==> config.mk <==
export PLATFORM = sky130hd
export DESIGN_NAME = ticket_dispense_ctrl_flat
export DESIGN_NICKNAME = d
export VERILOG_FILES = /design/src/rtl/vend_pkg.sv /design/src/rtl/ticket_dispense_ctrl_if.sv /design/src/rtl/ticket_dispense_ctrl_pulse_pacer.sv /design/src/rtl/ticket_dispense_ctrl.sv /design/src/flat_wrapper.sv
export SDC_FILE = /design/constraint.sdc
export NUM_CORES = 1
export LEC_CHECK = 0
export CAP_MARGIN = 20
export CORE_MARGIN = 2
export CORE_UTILIZATION = 50
export DETAILED_ROUTE_END_ITERATION = 10
export GPL_TIMING_DRIVEN = 0
export PLACE_DENSITY = 0.74
export SETUP_SLACK_MARGIN = 0.15
export SYNTH_ARGS = -nofsm -noshare
export SYNTH_HDL_FRONTEND = slang
export SYNTH_SLANG_ARGS = --single-unit
==> constraint.sdc <==
create_clock -name clk -period 2.6 [get_ports clk]
set_input_delay 0.26 -clock clk [delete_from_list [all_inputs] [get_ports clk]]
set_output_delay 0.26 -clock clk [all_outputs]
set_load 0.02 [all_outputs]
==> src/rtl/vend_pkg.sv <==
// Shared vending-machine types: state encoding, price table, coin values.
package vend_pkg;

    localparam int unsigned PAID_W  = 8;
    localparam int unsigned TYPE_W  = 2;
    localparam int unsigned QTY_W   = 2;
    localparam int unsigned PRICE_W = 3;
    localparam int unsigned COST_W  = 5;

    localparam logic [PRICE_W-1:0] PRICE_T0 = 3'd2;
    localparam logic [PRICE_W-1:0] PRICE_T1 = 3'd3;
    localparam logic [PRICE_W-1:0] PRICE_T2 = 3'd4;
    localparam logic [PRICE_W-1:0] PRICE_T3 = 3'd5;

    localparam logic [PAID_W-1:0] COIN_10 = 8'd10;
    localparam logic [PAID_W-1:0] COIN_5  = 8'd5;
    localparam logic [PAID_W-1:0] COIN_1  = 8'd1;

    typedef enum logic [2:0] {
        ST_IDLE   = 3'd0,
        ST_CHECK  = 3'd1,
        ST_TICKET = 3'd2,
        ST_CHANGE = 3'd3,
        ST_CLEAR  = 3'd4
    } vend_state_t;

    // Request snapshot taken when the customer confirms or cancels.
    typedef struct packed {
        logic [PAID_W-1:0] paid;
        logic [TYPE_W-1:0] sel_type;
        logic [QTY_W-1:0]  sel_qty;
    } sale_req_t;

    // Total price for a ticket type and quantity; at most 5*3 = 15.
    function automatic logic [COST_W-1:0] ticket_cost(input logic [TYPE_W-1:0] sel_type,
                                                      input logic [QTY_W-1:0]  sel_qty);
        logic [PRICE_W-1:0] price;
        case (sel_type)
            2'd0:    price = PRICE_T0;
            2'd1:    price = PRICE_T1;
            2'd2:    price = PRICE_T2;
            default: price = PRICE_T3;
        endcase
        return COST_W'(price) * COST_W'(sel_qty);
    endfunction

endpackage

==> src/rtl/ticket_dispense_ctrl_if.sv <==
// Coin-counter / dispenser side signals of the sale controller.
interface ticket_dispense_ctrl_if;
    import vend_pkg::*;

    logic [PAID_W-1:0] paid;
    logic [TYPE_W-1:0] sel_type;
    logic [QTY_W-1:0]  sel_qty;
    logic              confirm;
    logic              cancel;
    logic              tkt_pulse;
    logic              chg_10;
    logic              chg_5;
    logic              chg_1;
    logic              cnt_clr;
    logic              coin_lock;
    logic              reject;
    logic              busy;

    modport master (
        output paid, sel_type, sel_qty, confirm, cancel,
        input  tkt_pulse, chg_10, chg_5, chg_1, cnt_clr, coin_lock, reject, busy
    );

    modport slave (
        input  paid, sel_type, sel_qty, confirm, cancel,
        output tkt_pulse, chg_10, chg_5, chg_1, cnt_clr, coin_lock, reject, busy
    );

endinterface

==> src/rtl/ticket_dispense_ctrl_pulse_pacer.sv <==
// Slot timer: start marks slot zero, then slot is high every PULSE_GAP cycles.
// slot is high in the cycle whose decision becomes visible on the next edge.
module pulse_pacer #(
    parameter int unsigned PULSE_GAP = 4
) (
    input  logic clk,
    input  logic rst_n,
    input  logic start,
    output logic slot
);

    localparam int unsigned CNT_W = (PULSE_GAP > 2) ? $clog2(PULSE_GAP) : 1;
    localparam logic [CNT_W-1:0] CNT_TOP = CNT_W'(PULSE_GAP - 1);

    logic [CNT_W-1:0] cnt;

    // Down-counter restarted by start; slot fires as it wraps through zero.
    always_ff @(posedge clk) begin
        if (!rst_n) begin
            cnt  <= '0;
            slot <= 1'b0;
        end else if (start) begin
            cnt  <= CNT_TOP;
            slot <= 1'b0;
        end else begin
            cnt  <= (cnt == '0) ? CNT_TOP : cnt - CNT_W'(1);
            slot <= (cnt == CNT_W'(1));
        end
    end

endmodule

==> src/rtl/ticket_dispense_ctrl.sv <==
// Sale controller: price check, paced ticket pulses, greedy change, counter clear.
module ticket_dispense_ctrl
    import vend_pkg::*;
#(
    parameter int unsigned PULSE_GAP = 4
) (
    input logic                   clk,
    input logic                   rst_n,
    ticket_dispense_ctrl_if.slave bus
);

    vend_state_t       state;
    vend_state_t       state_nxt;
    sale_req_t         req;
    sale_req_t         req_nxt;
    logic [QTY_W-1:0]  tickets_left;
    logic [QTY_W-1:0]  tickets_nxt;
    logic [PAID_W-1:0] change;
    logic [PAID_W-1:0] change_nxt;
    logic [COST_W-1:0] cost;
    logic              sale_ok;
    logic              pacer_start;
    logic              slot;

    logic tkt_d, c10_d, c5_d, c1_d, clr_d, rej_d, busy_d;
    logic tkt_q, c10_q, c5_q, c1_q, clr_q, rej_q, busy_q;

    assign cost    = ticket_cost(req.sel_type, req.sel_qty);
    assign sale_ok = (req.sel_qty != '0) && (req.paid >= PAID_W'(cost));

    pulse_pacer #(.PULSE_GAP(PULSE_GAP)) u_pacer (
        .clk   (clk),
        .rst_n (rst_n),
        .start (pacer_start),
        .slot  (slot)
    );

    // State and sale datapath registers.
    always_ff @(posedge clk) begin
        if (!rst_n) begin
            state        <= ST_IDLE;
            req          <= '0;
            tickets_left <= '0;
            change       <= '0;
        end else begin
            state        <= state_nxt;
            req          <= req_nxt;
            tickets_left <= tickets_nxt;
            change       <= change_nxt;
        end
    end

    // Next state and datapath updates; the first ticket is issued straight from CHECK.
    always_comb begin
        state_nxt   = state;
        req_nxt     = req;
        tickets_nxt = tickets_left;
        change_nxt  = change;
        pacer_start = 1'b0;
        case (state)
            ST_IDLE: begin
                if (bus.cancel) begin
                    req_nxt.paid = bus.paid;
                    tickets_nxt  = '0;
                    change_nxt   = bus.paid;
                    pacer_start  = 1'b1;
                    state_nxt    = ST_CHANGE;
                end else if (bus.confirm) begin
                    req_nxt.paid     = bus.paid;
                    req_nxt.sel_type = bus.sel_type;
                    req_nxt.sel_qty  = bus.sel_qty;
                    state_nxt        = ST_CHECK;
                end
            end
            ST_CHECK: begin
                if (!sale_ok) begin
                    state_nxt = ST_IDLE;
                end else begin
                    change_nxt  = req.paid - PAID_W'(cost);
                    tickets_nxt = req.sel_qty - QTY_W'(1);
                    pacer_start = 1'b1;
                    state_nxt   = (req.sel_qty == QTY_W'(1)) ? ST_CHANGE : ST_TICKET;
                end
            end
            ST_TICKET: begin
                if (slot) begin
                    tickets_nxt = tickets_left - QTY_W'(1);
                    if (tickets_left == QTY_W'(1)) begin
                        state_nxt = ST_CHANGE;
                    end
                end
            end
            ST_CHANGE: begin
                if (slot) begin
                    if (change >= COIN_10) begin
                        change_nxt = change - COIN_10;
                    end else if (change >= COIN_5) begin
                        change_nxt = change - COIN_5;
                    end else if (change != '0) begin
                        change_nxt = change - COIN_1;
                    end else begin
                        state_nxt = ST_CLEAR;
                    end
                end
            end
            ST_CLEAR: state_nxt = ST_IDLE;
            default:  state_nxt = ST_IDLE;
        endcase
    end

    // Next values of the registered pulse and status outputs.
    always_comb begin
        tkt_d  = 1'b0;
        c10_d  = 1'b0;
        c5_d   = 1'b0;
        c1_d   = 1'b0;
        clr_d  = 1'b0;
        rej_d  = 1'b0;
        busy_d = (state_nxt != ST_IDLE) && (state_nxt != ST_CLEAR);
        case (state)
            ST_CHECK: begin
                if (sale_ok) begin
                    tkt_d = 1'b1;
                end else begin
                    rej_d = 1'b1;
                end
            end
            ST_TICKET: tkt_d = slot;
            ST_CHANGE: begin
                if (slot) begin
                    if (change >= COIN_10) begin
                        c10_d = 1'b1;
                    end else if (change >= COIN_5) begin
                        c5_d = 1'b1;
                    end else if (change != '0) begin
                        c1_d = 1'b1;
                    end else begin
                        clr_d = 1'b1;
                    end
                end
            end
            default: ;
        endcase
    end

    // Output registers.
    always_ff @(posedge clk) begin
        if (!rst_n) begin
            tkt_q  <= 1'b0;
            c10_q  <= 1'b0;
            c5_q   <= 1'b0;
            c1_q   <= 1'b0;
            clr_q  <= 1'b0;
            rej_q  <= 1'b0;
            busy_q <= 1'b0;
        end else begin
            tkt_q  <= tkt_d;
            c10_q  <= c10_d;
            c5_q   <= c5_d;
            c1_q   <= c1_d;
            clr_q  <= clr_d;
            rej_q  <= rej_d;
            busy_q <= busy_d;
        end
    end

    assign bus.tkt_pulse = tkt_q;
    assign bus.chg_10    = c10_q;
    assign bus.chg_5     = c5_q;
    assign bus.chg_1     = c1_q;
    assign bus.cnt_clr   = clr_q;
    assign bus.reject    = rej_q;
    assign bus.busy      = busy_q;
    assign bus.coin_lock = busy_q;

endmodule

==> src/flat_wrapper.sv <==
// flat-port wrapper written by rule: the top's interface ports become plain ports
module ticket_dispense_ctrl_flat import vend_pkg::*;
#(
    parameter int unsigned PULSE_GAP = 4
)
  (clk, rst_n, bus_paid, bus_sel_type, bus_sel_qty, bus_confirm, bus_cancel, bus_tkt_pulse, bus_chg_10, bus_chg_5, bus_chg_1, bus_cnt_clr, bus_coin_lock, bus_reject, bus_busy);
  ticket_dispense_ctrl_if bus_i ();
  input logic clk;
  input logic rst_n;
  input wire logic [$bits(bus_i.paid)-1:0] bus_paid;
  input wire logic [$bits(bus_i.sel_type)-1:0] bus_sel_type;
  input wire logic [$bits(bus_i.sel_qty)-1:0] bus_sel_qty;
  input wire logic [$bits(bus_i.confirm)-1:0] bus_confirm;
  input wire logic [$bits(bus_i.cancel)-1:0] bus_cancel;
  output wire logic [$bits(bus_i.tkt_pulse)-1:0] bus_tkt_pulse;
  output wire logic [$bits(bus_i.chg_10)-1:0] bus_chg_10;
  output wire logic [$bits(bus_i.chg_5)-1:0] bus_chg_5;
  output wire logic [$bits(bus_i.chg_1)-1:0] bus_chg_1;
  output wire logic [$bits(bus_i.cnt_clr)-1:0] bus_cnt_clr;
  output wire logic [$bits(bus_i.coin_lock)-1:0] bus_coin_lock;
  output wire logic [$bits(bus_i.reject)-1:0] bus_reject;
  output wire logic [$bits(bus_i.busy)-1:0] bus_busy;
  assign bus_i.paid = bus_paid;
  assign bus_i.sel_type = bus_sel_type;
  assign bus_i.sel_qty = bus_sel_qty;
  assign bus_i.confirm = bus_confirm;
  assign bus_i.cancel = bus_cancel;
  assign bus_tkt_pulse = bus_i.tkt_pulse;
  assign bus_chg_10 = bus_i.chg_10;
  assign bus_chg_5 = bus_i.chg_5;
  assign bus_chg_1 = bus_i.chg_1;
  assign bus_cnt_clr = bus_i.cnt_clr;
  assign bus_coin_lock = bus_i.coin_lock;
  assign bus_reject = bus_i.reject;
  assign bus_busy = bus_i.busy;
  ticket_dispense_ctrl #(.PULSE_GAP(PULSE_GAP)) u_core (.clk(clk), .rst_n(rst_n), .bus(bus_i));
endmodule
==> results of run 1 <==
registers in the layout (all words and copies together), names as in the netlist, 2 cells and up:
signal / flops
u_core.change: 8
u_core.req: 12
u_core.state: 3
u_core.tickets_left: 2
u_core.u_pacer.cnt: 2
per-layer routing:
metal	up-vias	share of wire, %
met5	-	0
met4	0	0.82
met1	1031	48
met2	52	47
met3	7	4.3
li1	1094	-
repair_timing:
action                                  4_1_cts  5_1_grt
setup buffers                                13        4
gates cloned                                  1        0
pin swaps                                    18        9
endpoints found under the setup margin       18       18
endpoints found under the hold margin         0        0
gates resized for setup                      24        7
stage by stage:
step	TNS, ns	area, µm²	setup slack (ns)	power (W)	utilization, %
after global placement	-4.52	2720	-0.414	0.00136	58.3
after CTS	-1.46	3020	-0.169	0.00185	64.7
after floorplan	-1.37	2420	-0.162	0.00120	-
final	-2.00	3080	-0.182	0.00188	66.1
after global routing	-3.68	3080	-0.290	0.00200	66.1
after detailed placement	-5.00	2720	-0.464	0.00137	58.3
synthesized netlist by cell type, types with 3 or more instances:
library cell | instances | share of area (%)
nand2_1 | 16 | 2.5
a31oi_1 | 3 | 0.79
nor2_1 | 30 | 4.7
xnor2_1 | 4 | 1.5
inv_1 | 17 | 2.7
dfxtp_1 | 35 | 30
and2_1 | 3 | 0.79
mux2i_1 | 13 | 5.5
a211oi_1 | 3 | 0.95
o31ai_1 | 3 | 0.95
o21ai_1 | 5 | 1.1
nand3_1 | 7 | 1.5
o211ai_1 | 4 | 1.3
o21ai_0 | 10 | 2.1
or3_1 | 3 | 0.79
buf_6 | 3 | 1.4
clkbuf_1 | 4 | 0.63
a221oi_1 | 3 | 1.1
nor2b_1 | 3 | 0.79
nor3_1 | 10 | 2.1
nand2b_1 | 6 | 1.6
ha_1 | 19 | 10
a21oi_1 | 22 | 4.6
cell type report:
type | count | area (µm²)
multi-input combinational | 211 | 1670
buffer | 12 | 85.1
inverter | 19 | 86.3
clock buffer | 5 | 68.8
clock inverter | 3 | 20.0
tap | 54 | 67.6
fill | 382 | 1580
timing repair buffer | 41 | 377
sequential | 35 | 708
how the worst min path moves through the flow:
stage | start | end | slack (ns)
CTS | u_core.tickets_left[1]$_SDFFE_PN0P_ | u_core.tickets_left[1]$_SDFFE_PN0P_ | 0.46
global route | u_core.u_pacer.cnt[0]$_SDFF_PN0_ | u_core.u_pacer.cnt[0]$_SDFF_PN0_ | 0.50
global placement | u_core.tickets_left[1]$_SDFFE_PN0P_ | u_core.tickets_left[1]$_SDFFE_PN0P_ | 0.45
finish | u_core.tickets_left[1]$_SDFFE_PN0P_ | u_core.tickets_left[1]$_SDFFE_PN0P_ | 0.45
detailed placement | u_core.tickets_left[1]$_SDFFE_PN0P_ | u_core.tickets_left[1]$_SDFFE_PN0P_ | 0.46
floorplan | bus_sel_qty[1] | u_core.req[1]$_SDFFE_PN0P_ | 0.40
kinds of logic (layout without fill, tap and decap cells):
group,count (synthesis),count (layout)
muxes,14,14
adders and majority gates,21,21
xor gates and xnor gates,5,5
AOI/OAI and AO/OA,75,75
and+or+nand+nor,96,96
DFF,35,35
buffers and inverters,31,80
power groups by stage:
stage / registers [W] / logic (W) / clock network, W
after global placement: 0.000659 / 0.000701 / 0
final: 0.000652 / 0.000826 / 0.000406
after CTS: 0.000649 / 0.000791 / 0.000411
after detailed placement: 0.000660 / 0.000711 / 0
after global routing: 0.000662 / 0.000901 / 0.000433
after floorplan: 0.000651 / 0.000546 / 0
placed cells by master, fill, tap and decap left out, drive strengths merged, types with 4 or more instances in the layout:
cell,instances
a21oi,23
nand2b,7
clkbuf,10
nor2b,4
a221oi,4
nor2,30
inv,17
a211oi,4
mux2i,13
nor3,10
ha,19
nand3,7
clkdlybuf4s50,23
o21ai,15
buf,24
o211ai,4
dfxtp,35
xnor2,4
or3,4
nand2,16
tightest hold or removal path: stages, from the launching register on:
cell	delay [ns]
dfxtp_1	0.31
nand2_1	0.05
a21oi_1	0.05
==> results.md, run 1 <==
* TritonRoute pass-1 iters at 4
* Residual DRC at 0
* Critical Path End: u_core.change[4]$_SDFFE_PN0P_
* Part of the cycle the worst path needs at 107%
* Chip height at 72.9 µm
* Reg2reg path depth at 13
* Critical path arrival at 2.97 ns
* Worst slew pin tran at 0.757 ns
* Routed vias/inst at 5.75
* Clock tree root buffer cell: clkbuf_8
* Max_slew headroom at 49.3%
* Status: finished with violations
* Failing checks: setup timing
* Io pins at 24
* Number of global-route vias before repair at 2080
* Family with the most delay on the worst path: adder cells
* Met2 Use GR at 38.7%
* GR met1 Demand/Resource at 32.2%
* Busiest grt layer: met2
* Avg Cell Area, Syn at 8.57 µm²
* Layout cell share with drive strength beyond 1 at 23.9%
* Yosys warns at 0
* Final WS setup at -0.182 ns
* H-tree depth at 2
* WP data required at 2.78 ns
* Mapped cell area at 2370 µm²
* Worst setup EP type: flop
* Setup Viol. Count Final at 16
* Unrepaired setup endpoints after global routing: true
* PD cells at 611 nW/µm²
* Nets at 362
* Post-Synth Adder-Cell Area at 11.7%
* Routed WL at 5820 µm
* Reg-to-Reg Start: u_core.req[2]$_SDFFE_PN0P_
* Synth cell types at 64
* Inst Count DP at 354
* Die area at 5320 µm²
* # hold bufs at CTS at 0
* Worst-Skew Late Latency at 0.29 ns
* Xor/xnor cell area share of the yosys netlist at 1.84%
* Initial DRC count at 184
* Largest net degree at the start of global routing at 13
* Drt wl/cell at 15.3 µm
* First-pass GRT wire length at 9770 µm
* Area grow syn2layout at 29.8%
* Post-synth top flop: dfxtp_1
* Overflow after GRT at 0
* Antenna violations before repair at 0
* Net Sw Frac at 38.0%
* R2r setup slk at -0.18 ns
* Final Hold Vio Count at 0
* Finished Layout Cells at 380
* Combinational share of power at 43.8%
* Pins over their slew limit at 0
* Hpwl dp at 4110 µm
* Max IR drop VDD at 0.413 mV
* Hold slack at 0.455 ns
* Compound-Gate Fraction of Synth Area at 22.9%
* Worst Hold Class: flop to flop
* Initial core utilization at 51.0%
* # diodes at 0
* Achievable Freq at 359 MHz
* Clock transition at path regs at 0.08 ns
* Vias at 2184
* Syn Nets at 314
* Cell breakdown of the critical path: and2_4, ha_4, fa_2, inv_2, ha_4, nand2_4, o21a_4, a221oi_4, buf_6, o22ai_4, buf_6, o211ai_1, o31ai_1
* Internal power at 0.00117 W
* CP Launch Point: u_core.req[2]$_SDFFE_PN0P_
* Port bufs at 23
* Synth Area in Simple Gates at 21.0%
* Sequential power share at 34.6%
* Startpoint Class: flop
* Sequential area share after synthesis at 29.5%
* Final ANT Viol Nets at 0
* Register bit total from synthesis at 35
* Die width at 72.9 µm
* TritonCTS buffer count at 5
* Largest family of logic cells by synthesized area: compound AO/OA/AOI/OAI gates
* Crit path time final at 2.78 ns
* GR Util met3 at 3.31%
* CP Class: flop to flop
* Worst reg2reg endpoint: u_core.change[4]$_SDFFE_PN0P_
* CTS Buffer Depth at 2
* Placeable Area at 4660 µm²
* Row count at 25
* Critical path's slowest cell: fa_2
* Clk_skew at 0.00490 ns
* WP buf/inv at 3
* Number of synthesized flops with an enable pin at 0
* Post-synth ARST share at 0%
* Crit path max fanout at 6
* Critical path's largest stage delay at 0.52 ns
* Clock sink total at 35
* Global Route Usage Sum at 23.5%
* Critical Path Stages at 13
* CTS tree: yes
* Max_cap viols at 0
* GPL Wtd Cong at 0.923
* Multiplexer area fraction after synthesis at 5.95%
* Clock power share at 21.6%
* Hold Path Stages at 2
* Cells after Synth at 277
* Switch Pwr at 0.000717 W
* Leak at 1.21 nW
Power figures use the tool's default switching activity.
==> run 2, diff against run 1 <==
- SYNTH_HIERARCHICAL: default -> 1
==> run 2 against run 1 <==
The run still ends with setup timing left. Routed wire length rose by 5.1%. Worst setup slack got worse by 0.058 ns. Hold slack improved by 0.047 ns. Global-route usage rose by 0.16 points. Area after synthesis barely moved. Sequential power rose by 2%. Register-to-register slack got worse by 0.06 ns. Non-clock buffer count fell by 8. Count of clock-buffer cells in the layout rose by 1. Cell count fell by 1.8%. Largest cell class unchanged.
==> results.md, run 2 <==
* Hold Crit Endpoint: u_core/tickets_left[1]$_SDFFE_PN0P_
* Startpoint Class: flop
* Max reg flops at 12
* Synth top cells by count: 35 x dfxtp_1, 27 x nor2_1, 25 x inv_1
* Die area at 5320 µm²
* Crit path time final at 2.84 ns
* Leak at 1.25 nW
* Post-synth ARST share at 0%
* Worst setup EP type: flop
* Post-synth top area share at 29.5%
* Compound-Gate Fraction of Synth Area at 22.3%
* Register name with the most flops: u_core/req
* Placeable Area at 4660 µm²
* Global Route Usage Sum at 23.6%
* # fillers at 388
* # diodes at 0
* Clock transition at path regs at 0.08 ns
* Sequential area share after synthesis at 29.5%
* Clock tree root buffer cell: clkbuf_8
* Antenna violations before repair at 0
* Number of global-route vias before repair at 1965
* CTS Buffer Depth at 2
* Row count at 25
* Hold slack at 0.502 ns
* CP Class: flop to flop
* Worst Hold Class: flop to flop
* TNS Setup at -2.22 ns
* Area grow syn2layout at 29.3%
* Die width at 72.9 µm
* Largest family of logic cells by synthesized area: compound AO/OA/AOI/OAI gates
* Xor/xnor cell area share of the yosys netlist at 2.21%
* Yosys top cell by area: dfxtp_1
* Post-synth top flop: dfxtp_1
* Routed vias/inst at 5.80
* Reg2reg path depth at 14
* Initial DRC count at 184
* Achievable Freq at 352 MHz
* GPL Wtd Cong at 0.904
* Cells after Synth at 280
* Vias at 2165
* Met1 WL at 2760 µm
* Syn Nets at 318
* Port bufs at 23
* Max_cap viols at 0
* Hold Path Stages at 1
* Largest net degree at the start of global routing at 13
* Drt wl/cell at 16.4 µm
* Crit path max fanout at 7
* Chip height at 72.9 µm
* Metal3 WL at 217 µm
* Biggest regs: u_core/req: 12 flops, u_core/change: 8 flops, u_core/state: 3 flops
* Io pins at 24
* R2r setup slk at -0.24 ns
* CTS tree: yes
* Pins over their slew limit at 0
* PD cells at 643 nW/µm²
* Synth Area in Simple Gates at 20.5%
* Critical path arrival at 3.06 ns
* Initial core utilization at 51.0%
* Synth cell types at 61
* Unrepaired setup endpoints after global routing: true
* Final Hold Vio Count at 0
* Mapped cell area at 2380 µm²
* Clk_skew at 0.00983 ns
* TritonCTS buffer count at 5
* Routed WL at 6120 µm
* Reg-to-Reg Start: u_core/req[0]$_SDFFE_PN0P_
* Status: finished with violations
* Overflow after GRT at 0
* Nets at 356
* Routed met2 length at 3050 µm
* Final ANT Viol Nets at 0
* Yosys warns at 6
* Setup Viol. Count Final at 16
* Part of the cycle the worst path needs at 109%
* TritonRoute pass-1 iters at 4
* Top-count cell post-synth: dfxtp_1
* Max_slew headroom at 55.4%
* Uppermost layer routed: met4
* Hpwl dp at 4250 µm
* Register bit total from synthesis at 35
* Worst-Skew Late Latency at 0.30 ns
* Final WS setup at -0.240 ns
* Worst reg2reg endpoint: u_core/change[3]$_SDFFE_PN0P_
* Multiplexer area fraction after synthesis at 5.48%
* Hold Startpoint: u_core/tickets_left[1]$_SDFFE_PN0P_
* First-pass GRT wire length at 9620 µm
* Layout cell share with drive strength beyond 1 at 21.9%
* WP data required at 2.82 ns
* Post-Synth Adder-Cell Area at 12.2%
* Failing checks: setup timing
* Number of synthesized flops with an enable pin at 0
* Max IR drop VDD at 0.322 mV
* Clock sink total at 35
* Residual DRC at 0
* H-tree depth at 2
* Most common cell after layout, fill and taps aside: dfxtp_1
* # hold bufs at CTS at 0
* Avg Cell Area, Syn at 8.49 µm²
* Tot Pwr at 0.00197 W
* Ranking of synthesized cells by area: dfxtp_1 29%, ha_1 11%, mux2i_1 5.5%, nor2_1 4.3%, inv_1 3.9%
* Commonest cells after routing, fill and taps aside: 31 x dfxtp_1, 23 x clkdlybuf4s50_1, 23 x nor2_1
* Worst slew pin tran at 0.664 ns
==> run 2: changes by cell type after synthesis, moves of 4 or more <==
| cell | change |
|---|---|
| o21ai_0 | -4 |
| o211a_1 | +4 |
| o221ai_1 | +6 |
| inv_1 | +8 |
| a21oi_1 | -10 |
| nand2_1 | +4 |
==> run 2: worst max path at each step <==
stage,start,endpoint,slack (ns),cells after the start
after floorplan,u_core/req[0]$_SDFFE_PN0P_,u_core/change[7]$_SDFFE_PN0P_,-0.05,13
after global placement,u_core/req[0]$_SDFFE_PN0P_,u_core/change[3]$_SDFFE_PN0P_,-0.31,14
after detailed placement,u_core/req[1]$_SDFFE_PN0P_,u_core/change[3]$_SDFFE_PN0P_,-0.34,13
after CTS,u_core/req[1]$_SDFFE_PN0P_,u_core/change[3]$_SDFFE_PN0P_,-0.18,13
after global routing,u_core/req[0]$_SDFFE_PN0P_,u_core/change[6]$_SDFFE_PN0P_,-0.35,14
final,u_core/req[0]$_SDFFE_PN0P_,u_core/change[3]$_SDFFE_PN0P_,-0.24,14
==> run 2: where the power goes <==
group / internal (W) / switching (W) / leakage [nW]
registers: 0.000596 / 0.0000666 / 0.290
clock network: 0.000216 / 0.000214 / 0.0474
logic: 0.000384 / 0.000496 / 0.917
total: 0.00120 / 0.000777 / 1.25
==> run 2: through the flow <==
| stage | area [µm²] | setup WS (ns) | util, % | cells |
|---|---|---|---|---|
| after detailed placement | 2710 | -0.340 | 58.0 | 357 |
| after global placement | 2710 | -0.311 | 58.0 | 357 |
| after floorplan | 2410 | -0.0451 | - | 280 |
| final | 3070 | -0.240 | 65.9 | 373 |
| after CTS | 2960 | -0.183 | 63.5 | 371 |
| after global routing | 3070 | -0.354 | 65.9 | 373 |
==> run 2: timing repair <==
action / 4_1_cts / 5_1_grt
pin swaps: 14 / 16
resized for setup: 23 / 20
setup endpoints to repair: 17 / 18
setup buffers: 5 / 2
cloned: 1 / 0
hold endpoints to repair: 0 / 0
==> run 2: area by class of cell <==
cell class | count | area [µm²] | area share, %
buffer | 14 | 87.6 | 2.85
clock buffer | 6 | 82.6 | 2.69
clock inverter | 2 | 16.3 | 0.529
inverter | 26 | 100 | 3.26
multi-input combinational | 205 | 1720 | 55.9
sequential | 35 | 711 | 23.1
tap | 54 | 67.6 | 2.20
timing repair buffer | 31 | 292 | 9.49
==> run 2: critical path: stages (launching register included) <==
cell and delay [ns]:
dfxtp_4 0.38, inv_4 0.05, nor2_4 0.12, ha_4 0.15, inv_2 0.03, fa_2 0.34, xnor2_2 0.16, ha_4 0.31
o21ai_4 0.07, a211oi_4 0.31, nor2_4 0.08, nor3_4 0.32, buf_6 0.18, o211ai_1 0.09, o22ai_1 0.18
==> run 2: cell families (layout without fill, tap and decap cells) <==
kind of cell	after synthesis	in the layout
buffers and inverters	40	79
adder cells (fa/ha/maj)	22	22
XOR/XNOR	6	6
AO/OA/AOI/OAI	71	71
multiplexers	13	13
AND/OR/NAND/NOR	93	93
flip-flops	35	35
==> run 2: routing by layer <==
layer | GRT usage (%) | vias to the layer above
li1 | - | 1087
met1 | 31.7 | 1025
met2 | 38.2 | 45
met3 | 4.70 | 8
met4 | 7.41 | 0
met5 | 0 | -
